File: config.mk
export PLATFORM = sky130hd
export DESIGN_NAME = crypto_sig_verify_q
export DESIGN_NICKNAME = d
export VERILOG_FILES = /design/src/rtl/crypto_sig_verify_q.sv
export SDC_FILE = /design/constraint.sdc
export NUM_CORES = 1
export LEC_CHECK = 0
export CORE_AREA = 2 2 411 413
export DETAILED_ROUTE_END_ITERATION = 10
export DIE_AREA = 0 0 413 415
export SLEW_MARGIN = 40
export SYNTH_ARGS = -nofsm -noshare
export SYNTH_HDL_FRONTEND = slang
export SYNTH_SLANG_ARGS = --single-unit
File: constraint.sdc
create_clock -name clk_i -period 4.5 [get_ports clk_i]
set_clock_uncertainty 0.2 [all_clocks]
set_input_delay 0.9 -clock clk_i [delete_from_list [all_inputs] [get_ports clk_i]]
set_output_delay 0.9 -clock clk_i [all_outputs]
set_load 0.005 [all_outputs]
File: src/rtl/crypto_sig_verify_q.sv
// Queued signature-verify shell: DEPTH-entry request FIFO feeding a fixed-latency check engine.
// Optional per-build statistics counters are enabled with `define SIGV_STATS_EN.
module crypto_sig_verify_q #(
    parameter int unsigned DEPTH   = 4,
    parameter int unsigned LATENCY = 8,
    parameter int unsigned TAG_W   = 4,
    parameter int unsigned MODE    = 1
) (
    input  logic                       clk_i,
    input  logic                       rst_ni,
    input  logic                       flush_i,
    input  logic                       req_valid_i,
    output logic                       req_ready_o,
    input  logic [TAG_W-1:0]           req_tag_i,
    input  logic [255:0]               req_pubkey_i,
    input  logic [511:0]               req_sig_i,
    input  logic [255:0]               req_hash_i,
    output logic                       rsp_valid_o,
    input  logic                       rsp_ready_i,
    output logic [TAG_W-1:0]           rsp_tag_o,
    output logic                       rsp_ok_o,
    output logic                       busy_o,
    output logic [$clog2(DEPTH):0]     pending_o
`ifdef SIGV_STATS_EN
    ,
    output logic [15:0]                stat_ok_o,
    output logic [15:0]                stat_fail_o,
    output logic [15:0]                stat_drop_o
`endif
);

    localparam int unsigned AW = $clog2(DEPTH);
    localparam int unsigned PW = AW + 1;
    localparam int unsigned CW = (LATENCY > 1) ? $clog2(LATENCY) : 1;

    typedef enum logic [1:0] {
        S_IDLE,
        S_BUSY,
        S_DONE
    } state_e;

    function automatic logic check_sig(input logic [255:0] pk,
                                       input logic [255:0] sig_lo,
                                       input logic [255:0] hash);
        if (MODE == 1)      return ((sig_lo ^ pk) == hash);
        else if (MODE == 2) return 1'b1;
        else                return 1'b0;
    endfunction

    state_e              state;
    logic [CW-1:0]       cnt;
    logic [TAG_W-1:0]    eng_tag;
    logic                eng_ok;
    logic [AW-1:0]       wr_ptr;
    logic [AW-1:0]       rd_ptr;
    logic [TAG_W:0]      mem [DEPTH];

    logic                full;
    logic                push;
    logic                pop;
    logic                req_ok;
    logic                engine_active_n;
    logic [PW-1:0]       count_n;
    logic                unused_sig_hi;

    assign unused_sig_hi = ^req_sig_i[511:256];

    // The check is a pure function of the request, so it is evaluated once at
    // enqueue and only {tag, ok} is queued; results and timing are unchanged.
    assign req_ok      = check_sig(req_pubkey_i, req_sig_i[255:0], req_hash_i);
    assign full        = (pending_o == PW'(DEPTH));
    assign req_ready_o = !full && !flush_i;
    assign push        = req_valid_i && req_ready_o;
    assign pop         = (state == S_IDLE) && (pending_o != '0) && !flush_i;

    always_comb begin
        count_n         = '0;
        engine_active_n = 1'b0;
        if (!flush_i) begin
            count_n = pending_o + PW'(push) - PW'(pop);
            unique case (state)
                S_IDLE:  engine_active_n = pop;
                S_BUSY:  engine_active_n = 1'b1;
                S_DONE:  engine_active_n = !rsp_ready_i;
                default: engine_active_n = 1'b0;
            endcase
        end
    end

    always_ff @(posedge clk_i) begin
        if (push) begin
            mem[wr_ptr] <= {req_tag_i, req_ok};
        end
    end

    always_ff @(posedge clk_i or negedge rst_ni) begin
        if (!rst_ni) begin
            state       <= S_IDLE;
            cnt         <= '0;
            eng_tag     <= '0;
            eng_ok      <= 1'b0;
            wr_ptr      <= '0;
            rd_ptr      <= '0;
            rsp_valid_o <= 1'b0;
            rsp_tag_o   <= '0;
            rsp_ok_o    <= 1'b0;
            busy_o      <= 1'b0;
            pending_o   <= '0;
        end else begin
            busy_o    <= engine_active_n || (count_n != '0);
            pending_o <= count_n;
            if (flush_i) begin
                state       <= S_IDLE;
                wr_ptr      <= '0;
                rd_ptr      <= '0;
                rsp_valid_o <= 1'b0;
            end else begin
                if (push) wr_ptr <= wr_ptr + 1'b1;
                if (pop)  rd_ptr <= rd_ptr + 1'b1;
                unique case (state)
                    S_IDLE: begin
                        if (pop) begin
                            {eng_tag, eng_ok} <= mem[rd_ptr];
                            cnt               <= CW'(LATENCY - 1);
                            state             <= S_BUSY;
                        end
                    end
                    S_BUSY: begin
                        if (cnt == '0) begin
                            rsp_tag_o   <= eng_tag;
                            rsp_ok_o    <= eng_ok;
                            rsp_valid_o <= 1'b1;
                            state       <= S_DONE;
                        end else begin
                            cnt <= cnt - 1'b1;
                        end
                    end
                    S_DONE: begin
                        if (rsp_ready_i) begin
                            rsp_valid_o <= 1'b0;
                            state       <= S_IDLE;
                        end
                    end
                    default: state <= S_IDLE;
                endcase
            end
        end
    end

`ifdef SIGV_STATS_EN
    logic rsp_hs;
    logic drop_ev;

    // A flush wins over a same-cycle handshake, so that response is a drop.
    assign rsp_hs  = rsp_valid_o && rsp_ready_i && !flush_i;
    assign drop_ev = flush_i && ((state != S_IDLE) || (pending_o != '0));

    always_ff @(posedge clk_i or negedge rst_ni) begin
        if (!rst_ni) begin
            stat_ok_o   <= '0;
            stat_fail_o <= '0;
            stat_drop_o <= '0;
        end else begin
            if (rsp_hs && rsp_ok_o && (stat_ok_o != '1))
                stat_ok_o <= stat_ok_o + 1'b1;
            if (rsp_hs && !rsp_ok_o && (stat_fail_o != '1))
                stat_fail_o <= stat_fail_o + 1'b1;
            if (drop_ev && (stat_drop_o != '1))
                stat_drop_o <= stat_drop_o + 1'b1;
        end
    end
`endif

endmodule
==> results of run 1 <==
synth_stat cells (2+ instances only):
| library cell | n | area share |
|---|---|---|
| nand2_1 | 7 | 0.0032 |
| nor4_2 | 2 | 0.0031 |
| nor2b_1 | 4 | 0.0031 |
| xnor3_1 | 256 | 0.70 |
| nor2_1 | 10 | 0.0046 |
| inv_1 | 5 | 0.0023 |
| clkbuf_1 | 4 | 0.0018 |
| edfxtp_1 | 20 | 0.073 |
| ha_1 | 7 | 0.011 |
| nor4_1 | 15 | 0.011 |
| mux2_2 | 10 | 0.014 |
| and3_1 | 4 | 0.0031 |
| nor3_1 | 4 | 0.0024 |
| o21ai_0 | 3 | 0.0018 |
| nand4_1 | 68 | 0.052 |
| xor2_1 | 2 | 0.0021 |
| a21oi_1 | 7 | 0.0043 |
| xnor2_1 | 2 | 0.0021 |
| mux4_2 | 5 | 0.014 |
| dfrtp_1 | 24 | 0.073 |
layout make-up:
class,count,area share
Multi-Input combinational cell,419,0.364
Timing Repair Buffer,803,0.418
Clock inverter,2,0.00183
Clock buffer,6,0.00674
Inverter,5,0.000981
Sequential cell,44,0.0628
Tap cell,2204,0.144
Antenna cell,15,0.00196
registers in the layout, summed over array words and instances (netlist names):
| name | cells |
|---|---|
| mem | 20 |
| rd_ptr | 2 |
| wr_ptr | 2 |
| pending_o | 3 |
| rsp_valid_o | 1 |
| state | 2 |
| busy_o | 1 |
| rsp_ok_o | 1 |
| rsp_tag_o | 4 |
| eng_tag | 4 |
| eng_ok | 1 |
| cnt | 3 |
where the power goes:
part           switching (W)  total (W)  internal [W]
clock network       0.000141   0.000402      0.000261
registers          0.0000742   0.000588      0.000513
logic               0.000586    0.00193       0.00135
per-layer routing:
layer | vias to the layer above | routed length (um) | GRT usage
li1 | 3549 | - | -
met1 | 3956 | 47200 | 0.158
met2 | 880 | 49300 | 0.204
met3 | 298 | 7590 | 0.0255
met4 | 36 | 2730 | 0.0122
met5 | - | 245 | 0
kinds of logic (layout without fill, tap and decap cells):
| kind of cell | after synthesis | after routing | synth area share |
|---|---|---|---|
| compound gates | 13 | 13 | 0.00886 |
| flops | 44 | 44 | 0.147 |
| buf+inv | 10 | 816 | 0.00458 |
| simple gates | 123 | 123 | 0.0913 |
| mux | 15 | 15 | 0.0275 |
| fa+ha+maj | 8 | 8 | 0.0131 |
| other cells | 0 | 15 | 0 |
| xor+xnor | 260 | 260 | 0.708 |
metrics by stage:
stage	hold slack, ns	setup WS [ns]	power (W)
after floorplan	0.277	1.22	0.00145
after global placement	0.287	0.337	0.00253
after detailed placement	0.292	0.368	0.00254
after CTS	0.306	0.629	0.00296
after global routing	0.309	0.524	0.00308
final	0.302	0.703	0.00292
worst paths after layout:
| check | slack, ns | depth (start not counted) | startpoint | endpoint |
|---|---|---|---|---|
| setup reg to reg | 1.47 | 11 | pending_o[1] | busy_o |
| hold / removal | 0.30 | 1 | eng_tag[3] | rsp_tag_o[3] |
| min in group asynchronous | 0.41 | 1 | rst_ni | busy_o |
| max in group asynchronous | 3.32 | 1 | rst_ni | state[0] |
| setup / recovery | 0.70 | 10 | req_pubkey_i[86] | mem[0][0] |
| hold reg to reg | 0.30 | 1 | eng_tag[3] | rsp_tag_o[3] |
==> results.toml, run 1 <==
[placed_design]
dp.cells = 3475
place.gp.congestion = 0.883
place_area_um2 = 18900
port_buffers = 787
dp_hpwl_um = 104000

[power_and_ir_drop]
ir_worst_vdd_mv = 0.230
leakage_nw = 8.03
power_density_nw_per_um2 = 153

[global_route]
grt_max_degree = 25
grtUsageTotal = 0.120
grt_antenna_before_repair = 210
grt_pass1_vias = 8794
grt_overflow = 0
grt_pass1_wl_um = 124000

[clock_network]
clock_sink_count = 44
path_clk_slew_ns = 0.06
cts_htree_levels = 2
numCtsBuffers = 5
clk-insertion-delay-late_ns = 0.28
cts.repair.resized = 0
clockBufferDepth = 2
postCtsSetupBuffers = 0
cts_root_buf = "clkbuf_16"
cts_tree = "built"
cts_hold_buf = 0

[layout]
final_cells = 3498
mostFrequentLayoutCells = "clkdlybuf4s50_1, xnor3_1, nand4_1, dfrtp_1, edfxtp_1"
n_fill_cell = 19000
multi_input_area_um2 = 6950
finish.utilization = 0.115
fin_area_um2 = 19100
nets = 2319
area_delta_synth_final_pct = 133
seq_area_um2 = 1200
drive_gt1_frac = 0.0336
final_common_cell = "clkdlybuf4s50_1"

[detailed_routing]
firstDrtPassIters = 4
drt_wl_total_um = 107000
num_vias = 8719
wl_per_cell_um = 30.6
drt-initial-drc-count = 367
ant_nets = 0
drt-vias-per-instance = 2.49
drc = 0

[worst_setup_path]
startpoint_type = "primary input"
cp_common_cell = "buf_4"
cp.required_ns = 4.44
path_class = "in -> reg"
crit_buf_inv = 5
worst_path_largest_cell_delay_ns = 0.64
setup.worst_path.end_class = "flop"
cp_top_family = "buffers and inverters"
cp.arrival_ns = 3.74
critPathSlowestCell = "nor4_1"
crit_chain = "clkdlybuf4s50_1 -> xnor3_1 -> nand4_1 -> buf_4 -> nor4_1 -> buf_4 -> nand4_1 -> buf_4 -> nor4_2 -> buf_4"
worstPathMaxFanout = 4

[synthesis]
synth-edff-count = 20
postSynthCellCount = 473
synthArstFlopShare = 0.545
yosysWarnings = 0
synth.distinct_cells = 34
ys_seq_area_frac = 0.147
syn-cell-area_um2 = 8190
avgSynthCellArea_um2 = 17.3
synth_nets = 1514
synth_ff_type = "dfrtp_1"
synth_seq_cells = 44

[die]
die_w_um = 413
rows = 150
die_y_um = 415
core_area_um2 = 167000
die-area_um2 = 171000
start_util = 0.0492
io_pins = 1044

[sta]
fmax_mhz = 263
rsz0062_at_grt = "no"
fin_crit_sh = 0.844
finalSetupViolCount = 0
hold_viol_final = 0
tightestPinTransition_ns = 0.701
slew_viol_final = 0
tns_ns = 0
relSlewSlack = 0.529
final.min_clock_period_ns = 3.80

[worst_hold_path]
hold_path_class = "reg -> reg"

[run]
drv_cap = 0

[run_status]
outcome = "finished clean"
Note: power is estimated with default switching activity, not from simulation.
==> run 2, diff against run 1 <==
--- a/config.mk
+++ b/config.mk
@@ -5,9 +5,9 @@
 export SDC_FILE = /design/constraint.sdc
 export NUM_CORES = 1
 export LEC_CHECK = 0
-export CORE_AREA = 2 2 411 413
+export CORE_AREA = 2 2 402 404
 export DETAILED_ROUTE_END_ITERATION = 10
-export DIE_AREA = 0 0 413 415
+export DIE_AREA = 0 0 404 406
 export SLEW_MARGIN = 40
 export SYNTH_ARGS = -nofsm -noshare
 export SYNTH_HDL_FRONTEND = slang
==> constraint.sdc (replaced) <==
create_clock -name clk_i -period 3.9 [get_ports clk_i]
set_clock_uncertainty 0.2 [all_clocks]
set_input_delay 0.78 -clock clk_i [delete_from_list [all_inputs] [get_ports clk_i]]
set_output_delay 0.78 -clock clk_i [all_outputs]
set_load 0.005 [all_outputs]
==> results.toml, run 2 (same netlist as run 1, synthesis figures left out) <==
[sta]
tns_ns = 0
rsz0062_at_grt = "no"
slew_viol_final = 0
relSlewSlack = 0.592
hold_viol_final = 0
tightestPinTransition_ns = 0.606
setup_ws_ns = 0.445
fmax_mhz = 289
finalSetupViolCount = 0
final.min_clock_period_ns = 3.46
hold_ws_ns = 0.283
fin_crit_sh = 0.886

[placed_design]
place.gp.congestion = 0.792
dp_hpwl_um = 105000
port_buffers = 787
dp_slack_ns = 0.00996
place_area_um2 = 18800

[detailed_routing]
drt-vias-per-instance = 2.60
top_layer = "met5"
drt_wl_total_um = 108000
num_vias = 8773
wl_per_cell_um = 32.0
wl_met2_um = 49700
drt-met1-wl_um = 45600
firstDrtPassIters = 4
drt-initial-drc-count = 333
ant_nets = 0
met3WireLength_um = 9380
drc = 0

[die]
io_pins = 1044
die_w_um = 404
die_y_um = 406
start_util = 0.0513
rows = 147
core_area_um2 = 160000
die-area_um2 = 164000

[layout]
n_fill_cell = 18100
seq_area_um2 = 1200
area_delta_synth_final_pct = 132
largestRegisters = "mem (20), eng_tag (4), rsp_tag_o (4)"
multi_input_area_um2 = 6950
nets = 2318
final_common_cell = "clkdlybuf4s50_1"
regMostFlops = "mem"
drive_gt1_frac = 0.0336
largest_register_ffs = 20
mostFrequentLayoutCells = "clkdlybuf4s50_1, xnor3_1, nand4_1, dfrtp_1, edfxtp_1"
fin_area_um2 = 19000

[run]
drv_cap = 0

[worst_setup_path]
cp_top_family = "simple AND/OR/NAND/NOR gates"
cp.depth = 9
r2r_cells = 12
setup.worst_path.end_class = "flop"
cp.required_ns = 3.84
critPathSlowestCell = "nor4_1"
ff2ff_setup_slack_ns = 1.10
path_class = "in -> reg"
cp_common_cell = "buf_4"
worst_path_largest_cell_delay_ns = 0.58
crit_chain = "clkdlybuf4s50_1 -> xnor3_1 -> nand4_1 -> nor4_1 -> buf_4 -> nand4_1 -> buf_4 -> nor4_2 -> buf_4"
startpoint_type = "primary input"
cp.arrival_ns = 3.40
crit_buf_inv = 4
worstPathMaxFanout = 4

[clock_network]
postCtsSetupBuffers = 0
cts_root_buf = "clkbuf_16"
cts_tree = "built"
clockBufferDepth = 2
cts_hold_buf = 0
clock_sink_count = 44
clk-insertion-delay-late_ns = 0.28
numCtsBuffers = 5
cts.repair.resized = 0
cts_htree_levels = 2
path_clk_slew_ns = 0.06

[power_and_ir_drop]
power_density_nw_per_um2 = 180
leakage_nw = 8.03
ir_worst_vdd_mv = 0.187
power_w = 0.00341

[global_route]
grt_antenna_before_repair = 238
grt_pass1_wl_um = 125000
grtUsageTotal = 0.127
grt_overflow = 0
grt_pass1_vias = 8693
grt_max_degree = 25

[run_status]
outcome = "finished clean"

[worst_hold_path]
hold_path_class = "in -> async"
[run 2: cell count changes in the layout (fill, tap and decap cells not counted)]
cell / change
clkbuf_1: -1
diode_2: +1
buf_4: -1
clkinv_2: -1
clkinv_4: +2
[run 2: cell type report]
class                           count  area share
Timing Repair Buffer              802       0.421
Clock buffer                        5     0.00659
Clock inverter                      3     0.00250
Sequential cell                    44      0.0633
Inverter                            5    0.000989
Antenna cell                       16     0.00211
Tap cell                         2086       0.137
Multi-Input combinational cell    419       0.366
[run 2: through the flow]
step	cells	utilization
CTS	3364	0.119
global placement	3356	0.118
global route	3374	0.119
finish	3380	0.119
floorplan	473	-
detailed placement	3356	0.118
[run 2: layer usage]
metal / GRT usage / up-vias
li1: - / 3546
met1: 0.163 / 3908
met2: 0.218 / 928
met3: 0.0340 / 335
met4: 0.0148 / 56
met5: 0 / -
[run 2: path summary, 6_finish.rpt]
kind / from / to
worst max register to register: pending_o[1] / busy_o
worst min-delay path: rst_ni / pending_o[2]
worst max-delay path: req_pubkey_i[176] / mem[1][0]
min in group clk_i: eng_tag[1] / rsp_tag_o[1]
max in group asynchronous: rst_ni / cnt[0]
worst min register to register: eng_tag[1] / rsp_tag_o[1]
[run 2: worst register-to-register path, cell delays in order, from the launching register on]
cell and delay (ns):
dfrtp_1 0.47, nor3_1 0.10, or2_1 0.27, nor3_4 0.15
nor2_1 0.06, a21oi_1 0.13, ha_1 0.16, inv_1 0.05
fa_1 0.40, xor2_1 0.17, xnor2_1 0.13, nor2_1 0.07
or3_1 0.34
[run 2: report_power, final]
| part | internal (W) | switching [W] |
|---|---|---|
| Combinational | 0.00156 | 0.000696 |
| Sequential | 0.000593 | 0.0000883 |
| Clock | 0.000304 | 0.000169 |
| Total | 0.00246 | 0.000953 |
